File: src/rtl/bus_arbiter_ctrl.sv
// bus_arbiter_ctrl
//   Two-master arbiter for a shared 3-bit bus. Grants are round-robin on
//   simultaneous requests, a contended grant is cut off after MAXHOLD
//   cycles, and every change of owner passes through one bus-free TURN cycle.
//
// Parameters
//   MAXHOLD          max consecutive grant cycles while the other master
//                    is requesting (2..15)
// Ports
//   clock            rising-edge clock
//   reset            synchronous, active-high reset
//   req0, req1       bus requests from master 0 / master 1
//   flowvalve0/1     transceiver enable for the owning master
//   conflictstatus0  ~req1 as sampled at the previous edge
//   conflictstatus1  ~req0 as sampled at the previous edge
//   prioritystatus0/1 high while that master holds the grant
//   busy             high in any state other than IDLE
//   grantid          index of the current or most recent owner
//   preempt          one-cycle pulse in the TURN cycle after a forced release
module bus_arbiter_ctrl #(
    parameter int unsigned MAXHOLD = 8
) (
    input  logic clock,
    input  logic reset,
    input  logic req0,
    input  logic req1,
    output logic flowvalve0,
    output logic conflictstatus0,
    output logic prioritystatus0,
    output logic flowvalve1,
    output logic conflictstatus1,
    output logic prioritystatus1,
    output logic busy,
    output logic grantid,
    output logic preempt
);

    typedef enum logic [1:0] {
        IDLE   = 2'd0,
        GRANT0 = 2'd1,
        GRANT1 = 2'd2,
        TURN   = 2'd3
    } state_t;

    localparam logic [3:0] HOLDLAST = 4'(MAXHOLD - 1);

    state_t     state_q, state_d;
    logic       rrptr_q, rrptr_d;
    logic [3:0] holdcount_q, holdcount_d;
    logic       preempt_d;

    always_comb begin
        state_d   = state_q;
        rrptr_d   = rrptr_q;
        preempt_d = 1'b0;

        unique case (state_q)
            IDLE, TURN: begin
                if (req0 && req1)
                    state_d = rrptr_q ? GRANT1 : GRANT0;
                else if (req0)
                    state_d = GRANT0;
                else if (req1)
                    state_d = GRANT1;
                else
                    state_d = IDLE;
            end
            GRANT0: begin
                if (!req0) begin
                    state_d = TURN;
                    rrptr_d = 1'b1;
                end else if (req1 && holdcount_q == HOLDLAST) begin
                    state_d   = TURN;
                    rrptr_d   = 1'b1;
                    preempt_d = 1'b1;
                end
            end
            GRANT1: begin
                if (!req1) begin
                    state_d = TURN;
                    rrptr_d = 1'b0;
                end else if (req0 && holdcount_q == HOLDLAST) begin
                    state_d   = TURN;
                    rrptr_d   = 1'b0;
                    preempt_d = 1'b1;
                end
            end
            default: state_d = IDLE;
        endcase

        // Owners never move directly between grants, so staying in the same
        // GRANT state means continuing the grant; any other path is an entry.
        holdcount_d = '0;
        if ((state_d == GRANT0 || state_d == GRANT1) && state_d == state_q)
            holdcount_d = (holdcount_q == HOLDLAST) ? holdcount_q : holdcount_q + 4'd1;
    end

    // Outputs are flopped from the next-state decode so they line up with
    // the state register while staying free of any req-to-output path.
    always_ff @(posedge clock) begin
        if (reset) begin
            state_q         <= IDLE;
            rrptr_q         <= 1'b0;
            holdcount_q     <= '0;
            flowvalve0      <= 1'b0;
            flowvalve1      <= 1'b0;
            prioritystatus0 <= 1'b0;
            prioritystatus1 <= 1'b0;
            conflictstatus0 <= 1'b0;
            conflictstatus1 <= 1'b0;
            busy            <= 1'b0;
            grantid         <= 1'b0;
            preempt         <= 1'b0;
        end else begin
            state_q         <= state_d;
            rrptr_q         <= rrptr_d;
            holdcount_q     <= holdcount_d;
            flowvalve0      <= (state_d == GRANT0);
            flowvalve1      <= (state_d == GRANT1);
            prioritystatus0 <= (state_d == GRANT0);
            prioritystatus1 <= (state_d == GRANT1);
            conflictstatus0 <= ~req1;
            conflictstatus1 <= ~req0;
            busy            <= (state_d != IDLE);
            preempt         <= preempt_d;
            if (state_d == GRANT0)
                grantid <= 1'b0;
            else if (state_d == GRANT1)
                grantid <= 1'b1;
        end
    end

endmodule

File: config.mk
export PLATFORM = sky130hd
export DESIGN_NAME = bus_arbiter_ctrl
export DESIGN_NICKNAME = d
export VERILOG_FILES = /design/src/rtl/bus_arbiter_ctrl.sv
export SDC_FILE = /design/constraint.sdc
export NUM_CORES = 1
export LEC_CHECK = 0
export CAP_MARGIN = 40
export CELL_PAD_IN_SITES_DETAIL_PLACEMENT = 1
export CELL_PAD_IN_SITES_GLOBAL_PLACEMENT = 2
export CORE_MARGIN = 2
export CORE_UTILIZATION = 34
export CTS_CLUSTER_DIAMETER = 40
export CTS_CLUSTER_SIZE = 25
export DETAILED_ROUTE_END_ITERATION = 10
export GPL_ROUTABILITY_DRIVEN = 0
export PLACE_DENSITY = 0.87
export SYNTH_ARGS = -nofsm -noshare
export SYNTH_HDL_FRONTEND = slang
export SYNTH_SLANG_ARGS = --single-unit
export TNS_END_PERCENT = 10
File: constraint.sdc
create_clock -name clock -period 4.36 [get_ports clock]
set_clock_uncertainty 0.1 [all_clocks]
set_input_delay 0.872 -clock clock [delete_from_list [all_inputs] [get_ports clock]]
set_output_delay 0.872 -clock clock [all_outputs]
set_load 0.1 [all_outputs]
==> out/results.md, run 1 <==
| Step | Metric | This run |
| --- | --- | --- |
| run status | Run status | complete, no violations |
| pwr | Leak Pwr | 0.5070 nW |
| place | HPWL reported at the end of detailed placement | 1545 µm |
| floorplan | Die Footprint | 2911 µm² |
| grt | Wire length of the first global-routing pass | 3394 µm |
| clock network | Num Clock Sinks | 14 |
| flow run | Count of maximum capacitance violations | 0 |
| critical path | Endpoint kind of the worst setup timing path | register |
| detailed routing | Initial DRC count | 5 |
| timing | Final Cycle Share | 70.34% |
| grt | Antenna violations before repair | 0 |
| timing | Unrepaired setup endpoints after global routing | no |
| timing | Final number of setup-violating endpoints | 0 |
| finish | Number of fill cells in the layout | 269 |
| detailed routing | Count of vias placed by the detailed router | 695 |
| clock network | Number of buffers added to fix hold violations after cts | 0 |
| yosys | Synth unique cells | 37 |
| yosys | Number of flops mapped to enable cells by yosys | 0 |
| yosys | Post-synth ARST share | 0% |
| place | Post-placement cell area | 1117 µm² |
| clock network | Post-CTS Setup Bufs | 0 |
| yosys | Number of synthesized register bits | 14 |
| floorplan | Number of top-level pins | 13 |
| finish | Layout cells sized above 1 | 25.45% |
| finish | Register Area | 280.3 µm² |
| timing | Number of pins exceeding their max-slew limit in the final report | 0 |
| floorplan | Number of placement rows | 18 |
| timing | Final Hold Violating Endpoints | 0 |
| grt | Tot GR Track Use | 16.27% |
| critical path | Critical path class | in -> reg |
| timing | Aggregate negative setup slack | 0 ps |
| timing | Clock period minus final worst setup slack | 3067 ps |
| grt | Remaining Overflow, GRT | 0 |
| floorplan | Initial core utilization | 35.20% |
| yosys | Portion of synthesized cell area occupied by the leading cell type | 33.04% |
| grt | Maximum number of pins on one net before global-route repair | 12 |
| detailed routing | Number of nets still failing antenna checks after routing | 0 |
| finish | Area taken by multi-input logic gates | 518.0 µm² |
| finish | Utilization after layout | 47.87% |
| critical path | Kind of start point of the critical path | input pin |
| clock network | Number of buffers inserted during clock tree synthesis | 3 |
| finish | NumNets Final | 121 |
| critical path | Family with the most delay on the worst path | simple AND/OR/NAND/NOR gates |
| clock network | Clk Tree Root Cell | sky130_fd_sc_hd__clkbuf_4 |
| yosys | Post-Syn Nets | 99 |
| detailed routing | Via density per instance | 4.964 |
| critical path | Arrival time at the worst endpoint | 3170 ps |
| detailed routing | Wire length per cell after detailed routing | 13.71 µm |
| pwr | Power per Cell Area | 824.6 nW/µm² |
| yosys | Syn Inst Count | 89 |
| yosys | Seq/Total Area, Yosys | 33.04% |
| clock network | Post_cts resized | 0 |
| worst hold path | Path type of the worst min-delay path | reg -> reg |
| floorplan | Std-Cell Core Area | 2410 µm² |
| clock network | Maximum level of the CTS H-tree | 1 |
| yosys | Area of the mapped netlist | 848.3 µm² |
| yosys | Count of warnings emitted by yosys | 0 |
| timing | Maximum frequency from static timing analysis | 0.3260 GHz |
| yosys | Top area cells in the synthesized netlist | sky130_fd_sc_hd__dfxtp_1 33%, sky130_fd_sc_hd__ha_1 8.8%, sky130_fd_sc_hd__nor2_1 5.3%, sky130_fd_sc_hd__a21bo_4 3.8%, sky130_fd_sc_hd__inv_1 3.1% |
| critical path | Critical Path Max Stage Delay | 560 ps |
| place | Post-placement setup slack | 1004 ps |
| yosys | Most used flip-flop cell after synthesis | sky130_fd_sc_hd__dfxtp_1 |
| critical path | Required time of the critical path | 4470 ps |
| clock network | CTS tree | built |
| finish | Antenna fix cells | 0 |
| timing | Final worst setup slack | 1293 ps |
| pwr | Total power | 0.0009513 W |
| floorplan | Die extent in x | 53.95 µm |
| detailed routing | Number of search-and-repair iterations in the first detailed-routing pass | 2 |
| detailed routing | Residual DRC | 0 |
| critical path | Critical Path Slowest Stage Cell | sky130_fd_sc_hd__clkdlybuf4s50_1 |
| detailed routing | Detailed Route WL | 1919 µm |
| yosys | Cell taking the most area after synthesis | sky130_fd_sc_hd__dfxtp_1 |
| critical path | Cell Chain, Critical Path | clkdlybuf4s50_1, nand4b_1, nand2_1, o21a_1, o21ai_0, inv_1, ha_1, nor2_1, nand4b_4, nor3b_2 |
| clock network | Clock slew at reported path FFs | 90 ps |
| clock network | Bufs on Longest Clock Path | 2 |
| critical path | Crit path buf inv count | 2 |
| pwr | Peak supply drop | 606.2 µV |
| place | Total of buffers placed on input and output ports | 12 |
| finish | Final instance area | 1154 µm² |
| grt | Vias in the first global route | 737 |
| timing | Slew Limit Headroom | 70.52% |
| clock network | Clock latency on the worst-skew pair | 280 ps |
| yosys | Syn avg cell area | 9.532 µm² |
| timing | Slew at the pin closest to its max-slew limit | 437.5 ps |
| floorplan | Chip Height | 53.95 µm |
| critical path | Peak fanout along the critical path | 8 |
| finish | Area delta synth->final | 35.99% |
worst register-to-register path: cells and delay by family, from the launching register on:
family                   cells  cell delay [ps]
adder cells (fa/ha/maj)      2              690
AO/OA/AOI/OAI                2              610
AND/OR/NAND/NOR              3              500
buffers and inverters        3              430
flip-flops                   1              480
report_power, final:
group          total [W]  internal (W)  switching, W  leakage, nW
combinational   0.000670      0.000263      0.000406        0.371
sequential      0.000189      0.000161     0.0000277        0.115
clock          0.0000928     0.0000508     0.0000420       0.0210
total           0.000951      0.000475      0.000476        0.507
cells in the final DEF (no fill, tap or decap), types with 3 or more instances in the layout:
cell,instances
sky130_fd_sc_hd__o21ai_0,4
sky130_fd_sc_hd__inv_1,7
sky130_fd_sc_hd__a21oi_1,3
sky130_fd_sc_hd__nor3_1,3
sky130_fd_sc_hd__dfxtp_1,14
sky130_fd_sc_hd__clkbuf_4,3
sky130_fd_sc_hd__ha_1,6
sky130_fd_sc_hd__nor2_1,12
sky130_fd_sc_hd__nand2_1,5
sky130_fd_sc_hd__buf_8,9
sky130_fd_sc_hd__clkdlybuf4s50_1,12
stage by stage:
stage	hold slack, ps	std cells
2_1_floorplan	437.8	89
3_3_place_gp	390.7	127
3_5_place_dp	393.3	136
4_1_cts	409.7	140
5_1_grt	489.4	140
6_report	400.2	140
synth_stat cells, types with 2 or more instances:
cell,instances
sky130_fd_sc_hd__nor2b_1,2
sky130_fd_sc_hd__inv_1,7
sky130_fd_sc_hd__buf_4,2
sky130_fd_sc_hd__dfxtp_1,14
sky130_fd_sc_hd__o21ai_0,4
sky130_fd_sc_hd__a21oi_1,3
sky130_fd_sc_hd__o211ai_2,2
sky130_fd_sc_hd__ha_1,6
sky130_fd_sc_hd__nor3b_2,2
sky130_fd_sc_hd__nand2_1,5
sky130_fd_sc_hd__nor3_1,3
sky130_fd_sc_hd__a21bo_4,2
sky130_fd_sc_hd__nand3_1,2
sky130_fd_sc_hd__nor2_1,12
area by class of cell:
type	instances	share of cell area, %
Clock buffer	4	3.145
Multi-Input combinational cell	64	44.90
Sequential cell	14	24.29
Tap cell	30	3.254
Timing Repair Buffer	21	22.13
Inverter	7	2.278
cell families (layout without fill, tap and decap cells):
family | count (synthesis) | after routing | share of synthesized area [%]
xor+xnor | 1 | 1 | 1.033
fa+ha+maj | 6 | 6 | 8.849
buf+inv | 11 | 32 | 5.899
simple gates | 35 | 35 | 25.96
compound gates | 21 | 21 | 24.04
mux | 1 | 1 | 1.180
flops | 14 | 14 | 33.04
state kept, by name (all words and copies together), names as in the netlist:
register / flops
conflictstatus1: 1
holdcount_q: 4
preempt: 1
grantid: 1
conflictstatus0: 1
state_q: 2
prioritystatus0: 1
rrptr_q: 1
prioritystatus1: 1
busy: 1
final timing paths:
check | start | end | slack, ps | depth (start not counted)
hold / removal | grantid | grantid | 400 | 2
setup / recovery | req0 | holdcount_q[3] | 1290 | 10
setup reg to reg | state_q[0] | holdcount_q[3] | 1490 | 10
hold reg to reg | grantid | grantid | 400 | 2
routing by layer:
| metal | routed length (µm) | up-vias | GRT usage (%) |
|---|---|---|---|
| met5 | 0 | - | 0 |
| met3 | 68 | 2 | 4.444 |
| met4 | 14 | 0 | 2.564 |
| li1 | - | 352 | - |
| met1 | 807 | 327 | 17.71 |
| met2 | 1027 | 14 | 31.30 |
Note: power is estimated with default switching activity, not from simulation.
==> run 2: changes to the inputs <==
CORE_UTILIZATION = 32   (was 34)
PLACE_DENSITY = 0.83   (was 0.87)
clock period = 2.88 ns   (was 4.36 ns; I/O delays follow)
==> run 2 against run 1 <==
  * Final cell count decreased by 1.4%
  * Die area increased by 5.8%
  * Core utilization is 5.9 points lower
  * Count of clock-buffer cells in the layout did not move
  * Non-clock buffer count shrank 2
  * Sequential cell count is the same
  * First-iteration DRC count grew 40%
  * Largest cell class unchanged
  * Highest routed layer unchanged
==> out/results.md, run 2 (synthesized netlist as in run 1, its figures left out) <==
| Step | Metric | This run | Delta |
| --- | --- | --- | --- |
| place | Total of buffers placed on input and output ports | 12 | unchanged |
| timing | Unrepaired setup endpoints after global routing | no | unchanged |
| detailed routing | Count of vias placed by the detailed router | 712 | was 695 |
| finish | NumNets Final | 119 | was 121 |
| detailed routing | Wire length per cell after detailed routing | 13.91 µm | was 13.71 µm |
| timing | Final Hold Violating Endpoints | 0 | unchanged |
| floorplan | Initial core utilization | 33.93% | was 35.20% |
| critical path | Peak fanout along the critical path | 4 | was 8 |
| floorplan | Chip Height | 55.49 µm | was 53.95 µm |
| grt | Antenna violations before repair | 0 | unchanged |
| clock network | Clock slew at reported path FFs | 90 ps | about the same |
| clock network | CTS tree | built | unchanged |
| finish | Antenna fix cells | 0 | unchanged |
| timing | Clock period minus final worst setup slack | 2424 ps |  |
| grt | Maximum number of pins on one net before global-route repair | 12 | unchanged |
| finish | Highest-count cells in the layout ignoring fill and taps | 16 x sky130_fd_sc_hd__buf_4, 14 x sky130_fd_sc_hd__dfxtp_1, 12 x sky130_fd_sc_hd__nor2_1 | was 14 x sky130_fd_sc_hd__dfxtp_1, 12 x sky130_fd_sc_hd__nor2_1, 12 x sky130_fd_sc_hd__clkdlybuf4s50_1 |
| floorplan | Std-Cell Core Area | 2500 µm² | was 2410 µm² |
| finish | Area delta synth->final | 23.60% | was 35.99% |
| clock network | Num Clock Sinks | 14 | unchanged |
| critical path | Required time of the critical path | 3000 ps | was 4470 ps |
| critical path | Worst reg2reg path startpoint | state_q[0] | unchanged |
| finish | Largest registers ranked by flip-flop count | holdcount_q x4, state_q x2 | unchanged |
| critical path | Start point of the critical path | req0 | unchanged |
| floorplan | Number of placement rows | 18 | unchanged |
| clock network | Clk Tree Root Cell | sky130_fd_sc_hd__clkbuf_4 | unchanged |
| worst hold path | Hold wc startpoint | grantid | unchanged |
| detailed routing | Via density per instance | 5.159 | was 4.964 |
| place | Post-placement cell area | 1012 µm² | was 1117 µm² |
| clock network | Number of buffers inserted during clock tree synthesis | 3 | unchanged |
| critical path | Arrival time at the worst endpoint | 2550 ps | was 3170 ps |
| finish | Final instance area | 1049 µm² | was 1154 µm² |
| grt | Wire length of the first global-routing pass | 3153 µm | was 3394 µm |
| grt | Vias in the first global route | 703 | was 737 |
| place | HPWL reported at the end of detailed placement | 1541 µm | was 1545 µm |
| clock network | Post_cts resized | 0 | unchanged |
| detailed routing | Detailed Route WL | 1919 µm | unchanged |
| run status | Run status | complete, no violations | unchanged |
| timing | Slew at the pin closest to its max-slew limit | 395.3 ps | was 437.5 ps |
| floorplan | Die Footprint | 3079 µm² | was 2911 µm² |
| timing | Number of pins exceeding their max-slew limit in the final report | 0 | unchanged |
| detailed routing | Number of search-and-repair iterations in the first detailed-routing pass | 4 | was 2 |
| critical path | Cell Chain, Critical Path | clkdlybuf4s50_1, nand4b_1, nand2_1, o21ai_0, a32o_2, ha_1, nor2_1, nand4b_4, nor3b_2 | was clkdlybuf4s50_1, nand4b_1, nand2_1, o21a_1, o21ai_0, inv_1, ha_1, nor2_1, nand4b_4, nor3b_2 |
| detailed routing | Number of nets still failing antenna checks after routing | 0 | unchanged |
| clock network | Number of buffers added to fix hold violations after cts | 0 | unchanged |
| grt | Remaining Overflow, GRT | 0 | unchanged |
| worst hold path | Path type of the worst min-delay path | reg -> reg | unchanged |
| critical path | Critical Path Max Stage Delay | 520 ps | was 560 ps |
| finish | Max reg flops | 4 | unchanged |
| finish | Layout cells sized above 1 | 32.41% | was 25.45% |
| clock network | Maximum level of the CTS H-tree | 1 | unchanged |
| detailed routing | Residual DRC | 0 | unchanged |
| finish | Commonest non-fill, non-tap cell in the layout | sky130_fd_sc_hd__buf_4 | was sky130_fd_sc_hd__dfxtp_1 |
| clock network | Clock latency on the worst-skew pair | 280 ps | about the same |
| grt | Tot GR Track Use | 12.97% | was 16.27% |
| timing | Final number of setup-violating endpoints | 0 | unchanged |
| clock network | Post-CTS Setup Bufs | 0 | unchanged |
| clock network | Bufs on Longest Clock Path | 2 | unchanged |
| flow run | Count of maximum capacitance violations | 0 | unchanged |
| floorplan | Die extent in x | 55.49 µm | was 53.95 µm |
| finish | Utilization after layout | 41.94% | was 47.87% |
| timing | Final Cycle Share | 84.16% |  |
| timing | Maximum frequency from static timing analysis | 0.4126 GHz |  |
| critical path | Endpoint kind of the worst setup timing path | register | unchanged |
| place | Post-placement setup slack | 145.7 ps | was 1004 ps |
| detailed routing | Initial DRC count | 7 | was 5 |
| finish | Top reg by flops | holdcount_q | unchanged |
| critical path | Kind of start point of the critical path | input pin | unchanged |
| timing | Aggregate negative setup slack | 0 ps | unchanged |
| floorplan | Number of top-level pins | 13 | unchanged |
| timing | Final worst setup slack | 456.3 ps | was 1293 ps |
| timing | Slew Limit Headroom | 73.56% | was 70.52% |
| critical path | Critical Path Slowest Stage Cell | sky130_fd_sc_hd__clkdlybuf4s50_1 | unchanged |
| finish | Number of fill cells in the layout | 302 | was 269 |
| critical path | Critical path class | in -> reg | unchanged |
run 2: changes by cell type in the layout (fill, tap and decap cells not counted):
cell / previous run / this run
sky130_fd_sc_hd__clkdlybuf4s50_1: 12 / 3
sky130_fd_sc_hd__buf_4: 0 / 16
sky130_fd_sc_hd__buf_8: 9 / 0
run 2: per-layer routing:
layer | wire (µm) | share of wire (%) | GRT usage (%) | vias to the layer above
met2 | 938 | 49 | 22.45 | 19
met4 | 10 | 0.52 | 3.136 | 0
met1 | 870 | 45 | 15.29 | 339
li1 | - | - | - | 352
met3 | 98 | 5.1 | 4.450 | 2
met5 | 0 | 0 | 0 | -
run 2: critical path, delay by kind of cell:
family          cells  cell delay [ps]
simple gates        5              770
compound gates      2              390
buf+inv             1              520
fa+ha+maj           1              290
run 2: worst paths after layout:
| kind | end | slack (ps) | cells after the start |
|---|---|---|---|
| setup / recovery | holdcount_q[3] | 460 | 9 |
| hold / removal | grantid | 400 | 2 |
| setup reg to reg | holdcount_q[3] | 510 | 10 |
| hold reg to reg | grantid | 400 | 2 |
run 2: stage by stage:
stage / hold slack (ps) / cells
after global routing: 431.0 / 138
after detailed placement: 393.3 / 134
after floorplan: 437.8 / 89
after CTS: 406.0 / 138
final: 396.3 / 138
after global placement: 387.9 / 134
run 2: cell type report:
cell class / count / area, µm² / area share (%)
Multi-Input combinational cell: 64 / 518.0 / 49.40
Sequential cell: 14 / 280.3 / 26.73
Timing Repair Buffer: 19 / 150.1 / 14.32
Tap cell: 30 / 37.54 / 3.580
Clock buffer: 4 / 36.28 / 3.461
Inverter: 7 / 26.28 / 2.506
Power of run 2 is not shown: default switching activity piles up to over one toggle a cycle in this logic, so the estimate is an artifact.
==> run 3: changes to the inputs <==
clock period = 2.5 ns   (was 2.88 ns; I/O delays follow)
==> run 3 against run 2 <==
  * Highest routed layer is now met3
  * Final cell count grew 3.6%
  * Critical path depth unchanged
  * Design area is 3.6% higher
  * Count of clock-buffer cells in the layout is the same
  * Sequential cell count stayed put
  * Largest cell class unchanged
  * Critical endpoint unchanged
==> out/results.md, run 3 (synthesized netlist as in run 1, its figures left out) <==
| Step | Metric | This run | Delta |
| --- | --- | --- | --- |
| critical path | Worst reg2reg path startpoint | holdcount_q[0] | was state_q[0] |
| worst hold path | Min-Delay Endpoint | grantid | unchanged |
| grt | Vias in the first global route | 716 | was 703 |
| floorplan | Chip Height | 55.49 µm | unchanged |
| detailed routing | Initial DRC count | 9 | was 7 |
| timing | Final number of setup-violating endpoints | 0 | unchanged |
| critical path | Peak fanout along the critical path | 6 | was 4 |
| detailed routing | Wire length per cell after detailed routing | 13.73 µm | was 13.91 µm |
| place | Total of buffers placed on input and output ports | 12 | unchanged |
| critical path | Worst-case register-to-register setup slack | 180 ps | was 510 ps |
| finish | Max reg flops | 4 | unchanged |
| timing | Clock period minus final worst setup slack | 2346 ps |  |
| grt | Remaining Overflow, GRT | 0 | unchanged |
| finish | Commonest non-fill, non-tap cell in the layout | sky130_fd_sc_hd__buf_4 | unchanged |
| clock network | CTS tree | built | unchanged |
| timing | Final Cycle Share | 93.85% |  |
| clock network | Post-CTS Setup Bufs | 0 | unchanged |
| clock network | Num Clock Sinks | 14 | unchanged |
| floorplan | Std-Cell Core Area | 2500 µm² | unchanged |
| worst hold path | Hold path depth | 2 | unchanged |
| clock network | Maximum level of the CTS H-tree | 1 | unchanged |
| detailed routing | Via density per instance | 4.811 | was 5.159 |
| detailed routing | Count of vias placed by the detailed router | 688 | was 712 |
| place | HPWL reported at the end of detailed placement | 1611 µm | was 1541 µm |
| run status | Run status | complete, no violations | unchanged |
| finish | Layout cells sized above 1 | 35.40% | was 32.41% |
| clock network | Number of buffers added to fix hold violations after cts | 0 | unchanged |
| finish | Register Area | 280.3 µm² | unchanged |
| floorplan | Number of top-level pins | 13 | unchanged |
| finish | NumNets Final | 124 | was 119 |
| critical path | Endpoint kind of the worst setup timing path | register | unchanged |
| worst hold path | Path type of the worst min-delay path | reg -> reg | unchanged |
| detailed routing | Residual DRC | 0 | unchanged |
| grt | Antenna violations before repair | 0 | unchanged |
| critical path | Required time of the critical path | 2610 ps | was 3000 ps |
| flow run | Count of maximum capacitance violations | 0 | unchanged |
| floorplan | Die extent in x | 55.49 µm | unchanged |
| clock network | Clk Tree Root Cell | sky130_fd_sc_hd__clkbuf_4 | unchanged |
| timing | Slew at the pin closest to its max-slew limit | 397.3 ps | was 395.3 ps |
| detailed routing | Detailed Route WL | 1963 µm | was 1919 µm |
| clock network | Number of buffers inserted during clock tree synthesis | 3 | unchanged |
| grt | Maximum number of pins on one net before global-route repair | 12 | unchanged |
| finish | Top reg by flops | holdcount_q | unchanged |
| floorplan | Die Footprint | 3079 µm² | unchanged |
| critical path | Critical path class | in -> reg | unchanged |
| floorplan | Number of placement rows | 18 | unchanged |
| worst hold path | Hold wc startpoint | grantid | unchanged |
| finish | Number of fill cells in the layout | 303 | was 302 |
| grt | Tot GR Track Use | 13.96% | was 12.97% |
| critical path | R2r endpoint | holdcount_q[3] | unchanged |
| finish | Largest registers ranked by flip-flop count | holdcount_q x4, state_q x2 | unchanged |
| critical path | Arrival time at the worst endpoint | 2460 ps | was 2550 ps |
| clock network | Bufs on Longest Clock Path | 2 | unchanged |
| detailed routing | Number of search-and-repair iterations in the first detailed-routing pass | 2 | was 4 |
| timing | Final Hold Violating Endpoints | 0 | unchanged |
| finish | Antenna fix cells | 0 | unchanged |
| grt | Wire length of the first global-routing pass | 3401 µm | was 3153 µm |
| clock network | Clock slew at reported path FFs | 80 ps | was 90 ps |
| finish | Utilization after layout | 43.44% | was 41.94% |
| clock network | Clock latency on the worst-skew pair | 270 ps | was 280 ps |
| finish | Area taken by multi-input logic gates | 518.0 µm² | unchanged |
| critical path | Number of cells traversed by the worst register-to-register path | 9 | was 10 |
| timing | Slew Limit Headroom | 73.43% | was 73.56% |
| timing | Number of pins exceeding their max-slew limit in the final report | 0 | unchanged |
| finish | Highest-count cells in the layout ignoring fill and taps | 21 x sky130_fd_sc_hd__buf_4, 14 x sky130_fd_sc_hd__dfxtp_1, 12 x sky130_fd_sc_hd__nor2_1 | was 16 x sky130_fd_sc_hd__buf_4, 14 x sky130_fd_sc_hd__dfxtp_1, 12 x sky130_fd_sc_hd__nor2_1 |
| floorplan | Initial core utilization | 33.93% | unchanged |
| timing | Maximum frequency from static timing analysis | 0.4262 GHz |  |
| detailed routing | Number of nets still failing antenna checks after routing | 0 | unchanged |
| critical path | Kind of start point of the critical path | input pin | unchanged |
| finish | Area delta synth->final | 28.02% | was 23.60% |
| timing | Unrepaired setup endpoints after global routing | no | unchanged |
[run 3: cell count changes in the layout (fill, tap and decap cells not counted)]
| cell | change |
|---|---|
| sky130_fd_sc_hd__buf_4 | +5 |
| sky130_fd_sc_hd__o21ai_0 | -1 |
| sky130_fd_sc_hd__o21ai_1 | +1 |
[run 3: how the worst max path moves through the flow]
stage | from | end | slack (ps) | cells after the start
final | req1 | holdcount_q[3] | 150 | 9
after global routing | holdcount_q[0] | holdcount_q[3] | 4 | 9
after CTS | req0 | holdcount_q[3] | 150 | 9
after detailed placement | req0 | holdcount_q[3] | -150 | 9
after global placement | req0 | holdcount_q[1] | -100 | 9
after floorplan | state_q[0] | holdcount_q[1] | 3 | 10
[run 3: area by class of cell]
cell class	count	share of cell area [%]
Multi-Input combinational cell	64	47.70
Inverter	7	2.419
Sequential cell	14	25.81
Clock buffer	4	3.341
Tap cell	30	3.456
Timing Repair Buffer	24	17.28
[run 3: stage by stage]
stage | setup TNS (ps) | instances | setup WS, ps | hold WS, ps | area (µm²)
4_1_cts | 0 | 143 | 151.4 | 429.8 | 1086
6_report | 0 | 143 | 153.9 | 429.0 | 1086
3_3_place_gp | -334.2 | 139 | -103.2 | 388.9 | 1050
2_1_floorplan | 0 | 89 | 3.329 | 437.8 | 848.3
3_5_place_dp | -508.1 | 139 | -145.4 | 413.2 | 1050
5_1_grt | 0 | 143 | 3.985 | 479.5 | 1086
[run 3: worst max-delay path, cell delays in order]
cell and delay (ps):
sky130_fd_sc_hd__clkdlybuf4s50_1 610, sky130_fd_sc_hd__nand2_1 120, sky130_fd_sc_hd__nor2_2 110, sky130_fd_sc_hd__nor2_1 50, sky130_fd_sc_hd__a32o_2 280, sky130_fd_sc_hd__ha_1 300
sky130_fd_sc_hd__nor2_1 170, sky130_fd_sc_hd__nand4b_4 150, sky130_fd_sc_hd__nor3b_2 160
[run 3: routing by layer]
metal | global-route usage (%) | vias up | part of all wire (%) | wire, µm
li1 | - | 355 | - | -
met1 | 16.45 | 320 | 45 | 878
met2 | 24.66 | 13 | 51 | 996
met3 | 5.621 | 0 | 4.5 | 88
met4 | 1.045 | 0 | 0 | 0
met5 | 0 | - | 0 | 0
[run 3: timing repair]
action / 4_1_cts / 5_1_grt
resized for setup: 0 / 1
endpoints found under the setup margin: 0 / 2
endpoints found under the hold margin: 0 / 0
Power of run 3 is left out for the same reason.
